===== config.mk =====
export PLATFORM = sky130hd
export DESIGN_NAME = multi_mode_reg_writer
export DESIGN_NICKNAME = d
export VERILOG_FILES = /design/src/rtl/multi_mode_reg_writer.sv
export SDC_FILE = /design/constraint.sdc
export NUM_CORES = 1
export LEC_CHECK = 0
export BUFFER_PORTS_ARGS = -buffer_cell sky130_fd_sc_hd__buf_2
export CAP_MARGIN = 10
export CORE_ASPECT_RATIO = 1.75
export CORE_MARGIN = 8
export CORE_UTILIZATION = 51
export CTS_CLUSTER_SIZE = 16
export DETAILED_ROUTE_END_ITERATION = 8
export PLACE_DENSITY = 0.77
export SLEW_MARGIN = 5
export SYNTH_ARGS = -nofsm -noshare
export SYNTH_HDL_FRONTEND = slang
export SYNTH_SLANG_ARGS = --single-unit
export TNS_END_PERCENT = 50

===== constraint.sdc =====
create_clock -name clk -period 2.5 [get_ports clk]
set_input_delay 0.125 -clock clk [delete_from_list [all_inputs] [get_ports clk]]
set_output_delay 0.125 -clock clk [all_outputs]
set_load 0.01 [all_outputs]

===== src/rtl/multi_mode_reg_writer.sv =====
// Streams a table of transform-register defaults to a register port after reset,
// and on request rewrites either every slot (FULL) or one (mode, cam) slot (SINGLE).
module multi_mode_reg_writer #(
  parameter int unsigned NUM_REGS     = 11,
  parameter int unsigned MODE_W       = 2,
  parameter int unsigned CAM_W        = 1,
  parameter int unsigned REG_W        = 4,
  parameter int unsigned DATA_W       = 25,
  parameter int unsigned PAUSE_CYCLES = 127,
  parameter logic [NUM_REGS*(2**MODE_W)*(2**CAM_W)*DATA_W-1:0] TABLE = '0
) (
  input  logic                          clk,
  input  logic                          i_reset_n,
  input  logic                          i_enable,
  input  logic                          i_start,
  input  logic                          i_sel_valid,
  input  logic [MODE_W-1:0]             i_sel_mode,
  input  logic [CAM_W-1:0]              i_sel_cam,
  input  logic                          i_ready,
  output logic [REG_W+MODE_W+CAM_W-1:0] o_addr,
  output logic [DATA_W-1:0]             o_data,
  output logic                          o_we,
  output logic                          o_busy,
  output logic                          o_configured,
  output logic                          o_done
);

  localparam int unsigned NUM_MODES = 2 ** MODE_W;
  localparam int unsigned NUM_CAMS  = 2 ** CAM_W;
  localparam int unsigned SLOTS     = NUM_MODES * NUM_CAMS;
  localparam int unsigned PCNT_W    = (PAUSE_CYCLES > 1) ? $clog2(PAUSE_CYCLES) : 1;

  typedef enum logic [1:0] {StPause, StWrite, StDone, StIdle} state_e;

  state_e              state_q, state_d;
  logic [PCNT_W-1:0]   pause_q, pause_d;
  logic [REG_W-1:0]    reg_q, reg_d;
  logic [MODE_W-1:0]   mode_q, mode_d;
  logic [CAM_W-1:0]    cam_q, cam_d;
  logic                full_q, full_d;
  logic                conf_q, conf_d;
  logic                last_reg, last_mode, last_cam, last_write, sel_ok;
  logic [31:0]         tbl_idx;

  assign last_reg   = (reg_q == REG_W'(NUM_REGS - 1));
  assign last_mode  = (mode_q == MODE_W'(NUM_MODES - 1));
  assign last_cam   = (cam_q == CAM_W'(NUM_CAMS - 1));
  assign last_write = full_q ? (last_reg && last_mode && last_cam) : last_reg;
  // Only matters if the mode/cam counts are ever made non-power-of-2.
  assign sel_ok     = (32'(i_sel_mode) < NUM_MODES) && (32'(i_sel_cam) < NUM_CAMS);

  // Next-state: everything freezes while i_enable is low.
  always_comb begin
    state_d = state_q;
    pause_d = pause_q;
    reg_d   = reg_q;
    mode_d  = mode_q;
    cam_d   = cam_q;
    full_d  = full_q;
    conf_d  = conf_q;
    if (i_enable) begin
      case (state_q)
        StPause: begin
          if (32'(pause_q) + 32'd1 >= PAUSE_CYCLES) begin
            state_d = StWrite;
            full_d  = 1'b1;
            conf_d  = 1'b0;
            reg_d   = '0;
            mode_d  = '0;
            cam_d   = '0;
          end else begin
            pause_d = pause_q + 1'b1;
          end
        end
        StWrite: begin
          if (i_ready) begin
            if (last_write) begin
              state_d = StDone;
            end else if (full_q) begin
              // cam fastest, then mode, then register index
              if (!last_cam) begin
                cam_d = cam_q + 1'b1;
              end else begin
                cam_d = '0;
                if (!last_mode) begin
                  mode_d = mode_q + 1'b1;
                end else begin
                  mode_d = '0;
                  reg_d  = reg_q + 1'b1;
                end
              end
            end else begin
              reg_d = reg_q + 1'b1;
            end
          end
        end
        StDone: begin
          if (full_q) conf_d = 1'b1;
          state_d = StIdle;
        end
        StIdle: begin
          if (i_start) begin
            state_d = StWrite;
            full_d  = 1'b1;
            conf_d  = 1'b0;
            reg_d   = '0;
            mode_d  = '0;
            cam_d   = '0;
          end else if (i_sel_valid && sel_ok) begin
            state_d = StWrite;
            full_d  = 1'b0;
            reg_d   = '0;
            mode_d  = i_sel_mode;
            cam_d   = i_sel_cam;
          end
        end
        default: state_d = StPause;
      endcase
    end
  end

  // State and counters; reset aborts any pass and re-arms the pause.
  always_ff @(posedge clk or negedge i_reset_n) begin
    if (!i_reset_n) begin
      state_q <= StPause;
      pause_q <= '0;
      reg_q   <= '0;
      mode_q  <= '0;
      cam_q   <= '0;
      full_q  <= 1'b1;
      conf_q  <= 1'b0;
    end else begin
      state_q <= state_d;
      pause_q <= pause_d;
      reg_q   <= reg_d;
      mode_q  <= mode_d;
      cam_q   <= cam_d;
      full_q  <= full_d;
      conf_q  <= conf_d;
    end
  end

  // Outputs: address fields map straight onto the table index.
  always_comb begin
    tbl_idx      = 32'(reg_q) * SLOTS + 32'(mode_q) * NUM_CAMS + 32'(cam_q);
    o_addr       = {reg_q, mode_q, cam_q};
    o_data       = TABLE[tbl_idx*DATA_W +: DATA_W];
    o_we         = (state_q == StWrite) && i_enable;
    o_busy       = (state_q != StIdle);
    o_done       = (state_q == StDone) && i_enable;
    o_configured = conf_q;
  end

endmodule

==> reports/qor.yml, run 1 <==
gp_congestion: 0.897
drcViolationCount: 0
cp.arrival_ns: 2.51
timing.critical_path.slowest_stage_cell: "sky130_fd_sc_hd__a2111o_1"
cts_tree: "yes"
synth_edf_count: 0
max-cap-violations: 0
min-delay-path-class: "primary input to register"
flow.area_growth_from_synthesis_pct: 6.85
critPathMaxFanout: 6
wire_length_of_the_first_global_routing_pass_um: 5130
synth-main-ff-cell: "sky130_fd_sc_hd__dfrtp_1"
place_worst_setup_slack_ns: 0.158
cp.required_ns: 2.64
vias: 1103
totalPowerFinal_mw: 1.62
ir_drop_mv: 0.545
die_h_um: 86.4
maxSlewHeadroom_pct: 67.2
totalWireLength_um: 3180
setup.worst_path.start: "pause_q[1]"
outcome: "completed"
io_pins: 45
hpwlAfterDp_um: 2610
final-setup-viol-count: 0
fraction_of_layout_instances_using_a_drive_strength_above_1_pct: 24.4
clk_root_buffer_cell: "sky130_fd_sc_hd__clkbuf_8"
endpoint_kind: "register"
synth-seq-area-share_pct: 31.3
finalHoldViolations: 0
die_area_um2: 4860
crit_chain: "ha_1 > nand3_2 > or3_4 > a2111o_1 > a22o_4 > mux2_4"
cellPowerDensity_nw_per_um2: 1050
final_net_count: 193
track_usage_pct: 12.7
timing.critical_path.to: "mode_q[1]"
design_area_um2: 1540
clkTransAtPathRegs_ns: 0.07
startpoint_type: "register"
start_util_pct: 53.7
r2r_cells: 6
timing.final.ws_setup_ns: 0.132
clock_path_buffers: 2
netlist_instances: 149
final-max-slew-violation-count: 0
grt_max_degree: 19
htree_levels: 1
grt_setup_unrepaired: "false"
min_period_ns: 2.37
leakage_nw: 0.770
postRouteAntennaNets: 0
via_count_of_the_first_global_routing_pass: 1171
insertion_delay_of_the_later_clocked_pin_in_the_worst_skew_pair_ns: 0.26
regToRegEndpoint: "mode_q[1]"
final.period_utilization_pct: 94.7
netlist_area_um2: 1440
postSynthRegisterBits: 18
via_per_inst: 5.54
finalSetupTns_ns: 0
cp_slowest_stage_delay_ns: 0.51
rows: 25
cts_buffers: 3
antenna-diode-count: 0
regToRegStartpoint: "pause_q[1]"
clock_skew_ns: 0.00603
die_width_um: 56.2
synthesis.yosys.warnings: 0
firstDrtPassIters: 4
timing_worst_slew_pin_value_ns: 0.487
total_gr_overflow: 0
avgRoutedWirePerCell_um: 16.0
syn_area_per_cell_um2: 9.69
grt_antenna_before_repair: 0
cts_resized: 0
cell_variety_after_synth: 49
worst-setup-path-type: "register to register"
placement.io_buffers: 19
post-cts-setup-buffers: 0
number_of_clock_sinks: 18
clock.fmax_mhz: 422
placedInstanceArea_um2: 1480
synthArstFlopShare_pct: 100
core_area_um2: 2690
regToRegSetupSlack_ns: 0.13
drt-initial-drc-count: 34
-- logic make-up after synthesis --
logic type	after synthesis	share of synthesized area [%]
fa+ha+maj	11	9.53
compound gates	25	15.3
simple gates	47	18.8
buf+inv	35	16.5
other cells	1	0.260
mux	4	3.55
flops	18	31.3
xor+xnor	8	4.85
-- critical path, delay by kind of cell (launching register included) --
| kind | cells | cell delay, ns |
|---|---|---|
| mux | 1 | 0.30 |
| compound gates | 2 | 0.82 |
| fa+ha+maj | 1 | 0.26 |
| flops | 1 | 0.41 |
| simple gates | 2 | 0.46 |
-- registers in the layout (all words and copies together) (netlist names) --
signal	cells
o_configured	1
full_q	1
cam_q	1
reg_q	4
mode_q	2
pause_q	7
state_q	2
-- layout by cell type (no fill, tap or decap), types with 3 or more instances in the layout --
cell type / n
sky130_fd_sc_hd__and2_1: 3
sky130_fd_sc_hd__buf_2: 19
sky130_fd_sc_hd__buf_4: 4
sky130_fd_sc_hd__clkbuf_8: 4
sky130_fd_sc_hd__conb_1: 25
sky130_fd_sc_hd__dfrtp_1: 17
sky130_fd_sc_hd__ha_1: 11
sky130_fd_sc_hd__inv_1: 6
sky130_fd_sc_hd__nand2_1: 7
sky130_fd_sc_hd__nand3_1: 13
sky130_fd_sc_hd__nor2_1: 3
sky130_fd_sc_hd__o21ai_0: 3
sky130_fd_sc_hd__o311ai_1: 3
sky130_fd_sc_hd__o31ai_1: 3
sky130_fd_sc_hd__xor2_1: 7
-- timing repair --
action / 4_1_cts / 5_1_grt
hold buffers: 1 / 0
hold endpoints to repair: 17 / 0
setup endpoints to repair: 0 / 0
-- Yosys cell counts, drive strengths merged, types with 3 or more instances --
cell	instances	area [µm²]
and2	3	18.8
buf	28	211
dfrtp	17	425
ha	11	138
inv	6	22.5
mux2	3	41.3
nand2	9	38.8
nand3	14	75.1
nor2	3	11.3
o21ai	3	15.0
o311ai	3	26.3
o31ai	3	22.5
xor2	7	61.3
-- worst min path at each step --
stage / depth (start not counted) / from / to
2_1_floorplan: 0 / i_reset_n / cam_q
3_3_place_gp: 1 / i_reset_n / reg_q[2]
3_5_place_dp: 1 / i_reset_n / reg_q[3]
4_1_cts: 3 / i_sel_valid / full_q
5_1_grt: 3 / i_sel_valid / full_q
6_report: 3 / i_sel_valid / full_q
-- power by group --
group	internal [mW]	total (mW)	switching (mW)
registers	0.412	0.553	0.141
clock network	0.140	0.242	0.102
logic	0.390	0.829	0.439
total	0.942	1.62	0.682
-- layer usage --
metal | track usage (%) | share of wire, % | vias up
met2 | 27.2 | 63 | 23
met5 | 0 | 0 | -
li1 | - | - | 525
met1 | 9.88 | 32 | 546
met4 | 5.93 | 2.1 | 0
met3 | 2.78 | 3.4 | 9
-- cell type report --
| class | count | area, µm² |
|---|---|---|
| fill | 256 | 1150 |
| timing repair buffer | 24 | 135 |
| tap | 27 | 33.8 |
| multi-input combinational | 120 | 845 |
| sequential | 18 | 452 |
| clock buffer | 4 | 55.1 |
| inverter | 6 | 22.5 |
-- stage by stage --
| step | std cells | hold slack, ns | utilization [%] |
|---|---|---|---|
| finish | 199 | 0.174 | 57.3 |
| global route | 199 | 0.196 | 57.3 |
| CTS | 199 | 0.176 | 57.3 |
| detailed placement | 194 | 0.0833 | 54.9 |
| global placement | 194 | 0.0778 | 54.9 |
| floorplan | 173 | -0.171 | - |
No activity file was read; power rests on OpenSTA's default activity.
==> run 2, diff against run 1 <==
CELL_PAD_IN_SITES_DETAIL_PLACEMENT = 1   (was not set)
CELL_PAD_IN_SITES_GLOBAL_PLACEMENT = 2   (was not set)
CORE_UTILIZATION = 31   (was 51)
CTS_BUF_LIST = sky130_fd_sc_hd__clkbuf_4   (was not set)
GPL_TIMING_DRIVEN = 0   (was not set)
PLACE_DENSITY = 0.78   (was 0.77)
==> run 2 against run 1 <==
Hold slack got worse by 0.060 ns; global-route usage shrank 2.2 points; first-iteration DRC count shrank 2.9%; core utilization decreased by 20 points; design area up 12%; clock skew decreased by 0.0020 ns; non-clock buffer count increased by 24.
==> reports/qor.yml, run 2 (synthesis gave the netlist of run 1 again) <==
outcome: "completed"
intPower_mw: 0.893
dominant_delay_contributor_by_cell_family_on_the_critical_path: "compound AO/OA/AOI/OAI gates"
final-setup-viol-count: 0
grt_antenna_before_repair: 0
largest_register_ffs: 7
globalRouteMet3Util_pct: 2.42
min_delay_path_depth: 3
flow.area_growth_from_synthesis_pct: 19.8
register_share_of_total_power_pct: 34.4
maxSlewHeadroom_pct: 33.5
final_cell_mix: "sky130_fd_sc_hd__buf_4 (26), sky130_fd_sc_hd__conb_1 (25), sky130_fd_sc_hd__buf_2 (19)"
critPathBufInv: 0
number_of_clock_sinks: 18
globalRouteMet1Util_pct: 10.7
die_area_um2: 7180
hpwlAfterDp_um: 3080
timing.final.ws_setup_ns: 0.119
netSwitchingPower_mw: 0.696
r2r_cells: 6
hp-start: "i_sel_valid"
biggestRegsByFlops: "pause_q (7), reg_q (4)"
track_usage_pct: 10.6
cts_tree: "yes"
timing.critical_path.slowest_stage_cell: "sky130_fd_sc_hd__a2111o_1"
clock_path_buffers: 2
final.period_utilization_pct: 95.2
finalHoldViolations: 0
power.switching_fraction_pct: 43.8
via_per_inst: 4.77
pwr-share-clk_pct: 10.1
hold-path-endpoint: "full_q"
grt_max_degree: 19
cp.arrival_ns: 2.58
worst-setup-path-type: "register to register"
io_pins: 45
cts_buffers: 3
nFillCells: 561
final_net_count: 217
min-delay-path-class: "primary input to register"
critPathMaxFanout: 6
total_gr_overflow: 0
gp_congestion: 0.759
regToRegStartpoint: "pause_q[1]"
placement.io_buffers: 18
fraction_of_layout_instances_using_a_drive_strength_above_1_pct: 33.2
totalPowerFinal_mw: 1.59
regToRegEndpoint: "mode_q[1]"
min_period_ns: 2.38
drt-initial-drc-count: 33
clk_root_buffer_cell: "sky130_fd_sc_hd__clkbuf_4"
start_util_pct: 31.5
finish.utilization_pct: 37.8
grt.busiest_layer: "met2"
rows: 33
via_count_of_the_first_global_routing_pass: 1283
htree_levels: 1
startpoint_type: "register"
crit_chain: "ha_1 > nand3_2 > or3_4 > a2111o_1 > a22o_4 > mux2_4"
firstDrtPassIters: 4
core_area_um2: 4580
final_common_cell: "sky130_fd_sc_hd__buf_4"
leakage_nw: 0.888
clock.fmax_mhz: 420
die_h_um: 106
clkTransAtPathRegs_ns: 0.11
avgRoutedWirePerCell_um: 14.9
totalWireLength_um: 3700
place_worst_setup_slack_ns: 0.0788
max-cap-violations: 0
cellPowerDensity_nw_per_um2: 919
grt_setup_unrepaired: "false"
largest_register_by_flop_count: "pause_q"
clock_skew_ns: 0.00400
endpoint_kind: "register"
ir_drop_mv: 0.378
final-max-slew-violation-count: 0
antenna-diode-count: 0
cp_slowest_stage_delay_ns: 0.50
finalSetupTns_ns: 0
insertion_delay_of_the_later_clocked_pin_in_the_worst_skew_pair_ns: 0.31
timing_worst_slew_pin_value_ns: 0.982
power.share.combinational_pct: 55.5
postRouteAntennaNets: 0
cp.required_ns: 2.70
met2_usage_pct: 19.1
post-cts-setup-buffers: 0
drcViolationCount: 0
regToRegSetupSlack_ns: 0.12
wire_length_of_the_first_global_routing_pass_um: 6020
die_width_um: 67.6
vias: 1183
-- run 2: changes by cell type in the layout (fill, tap and decap cells not counted), sizes merged --
cell    previous run  this run
clkinv             0         1
buf               23        46
-- run 2: final cells by class --
type	count	area (µm²)	share of cell area [%]
plain buffers	29	215	12.4
clock buffers	3	22.5	1.30
clock inverters	1	3.75	0.217
inverters	6	22.5	1.30
multi-input cells	120	850	49.1
flip-flops and latches	18	452	26.1
well taps	52	65.1	3.76
repair buffers	19	100	5.78
-- run 2: per-layer routing --
metal  wire length [µm]  vias up
met3                286        6
met5                  0        -
li1                   -      577
met1               1390      558
met4                 75        0
met2               1940       42
-- run 2: repair_timing --
item                                   CTS  global route
setup endpoints to repair                0             2
hold buffers                             1             0
resized for setup                        0             1
endpoints found under the hold margin   17             0
-- run 2: power by group through the flow --
stage / Clock, mW / Combinational, mW / Sequential, mW
3_5_place_dp: 0 / 0.888 / 0.558
5_1_grt: 0.175 / 0.998 / 0.567
3_3_place_gp: 0 / 0.850 / 0.547
2_1_floorplan: 0 / 0.634 / 0.546
4_1_cts: 0.165 / 0.894 / 0.551
6_report: 0.160 / 0.883 / 0.547
-- run 2: worst register-to-register path: stages, from the launching register on --
cell and delay [ns]:
sky130_fd_sc_hd__dfrtp_1 0.43, sky130_fd_sc_hd__ha_1 0.26, sky130_fd_sc_hd__nand3_2 0.11, sky130_fd_sc_hd__or3_4 0.35, sky130_fd_sc_hd__a2111o_1 0.50, sky130_fd_sc_hd__a22o_4 0.33
sky130_fd_sc_hd__mux2_4 0.30
-- run 2: per-stage QoR --
| step | cells | hold WS, ns | area, µm² |
|---|---|---|---|
| 3_5_place_dp | 243 | 0.0978 | 1690 |
| 5_1_grt | 248 | 0.155 | 1730 |
| 3_3_place_gp | 243 | 0.0875 | 1690 |
| 6_report | 248 | 0.114 | 1730 |
| 2_1_floorplan | 173 | -0.171 | 1530 |
| 4_1_cts | 248 | 0.124 | 1730 |
-- run 2: how the worst max path moves through the flow --
| stage | startpoint | endpoint | depth (start not counted) | slack (ns) |
|---|---|---|---|---|
| finish | pause_q[1] | mode_q[1] | 6 | 0.12 |
| CTS | pause_q[1] | mode_q[0] | 6 | 0.06 |
| global placement | pause_q[1] | mode_q[0] | 6 | 0.11 |
| detailed placement | pause_q[1] | mode_q[0] | 6 | 0.08 |
| floorplan | pause_q[1] | mode_q[0] | 6 | 0.28 |
| global route | pause_q[1] | mode_q[0] | 6 | 0.03 |
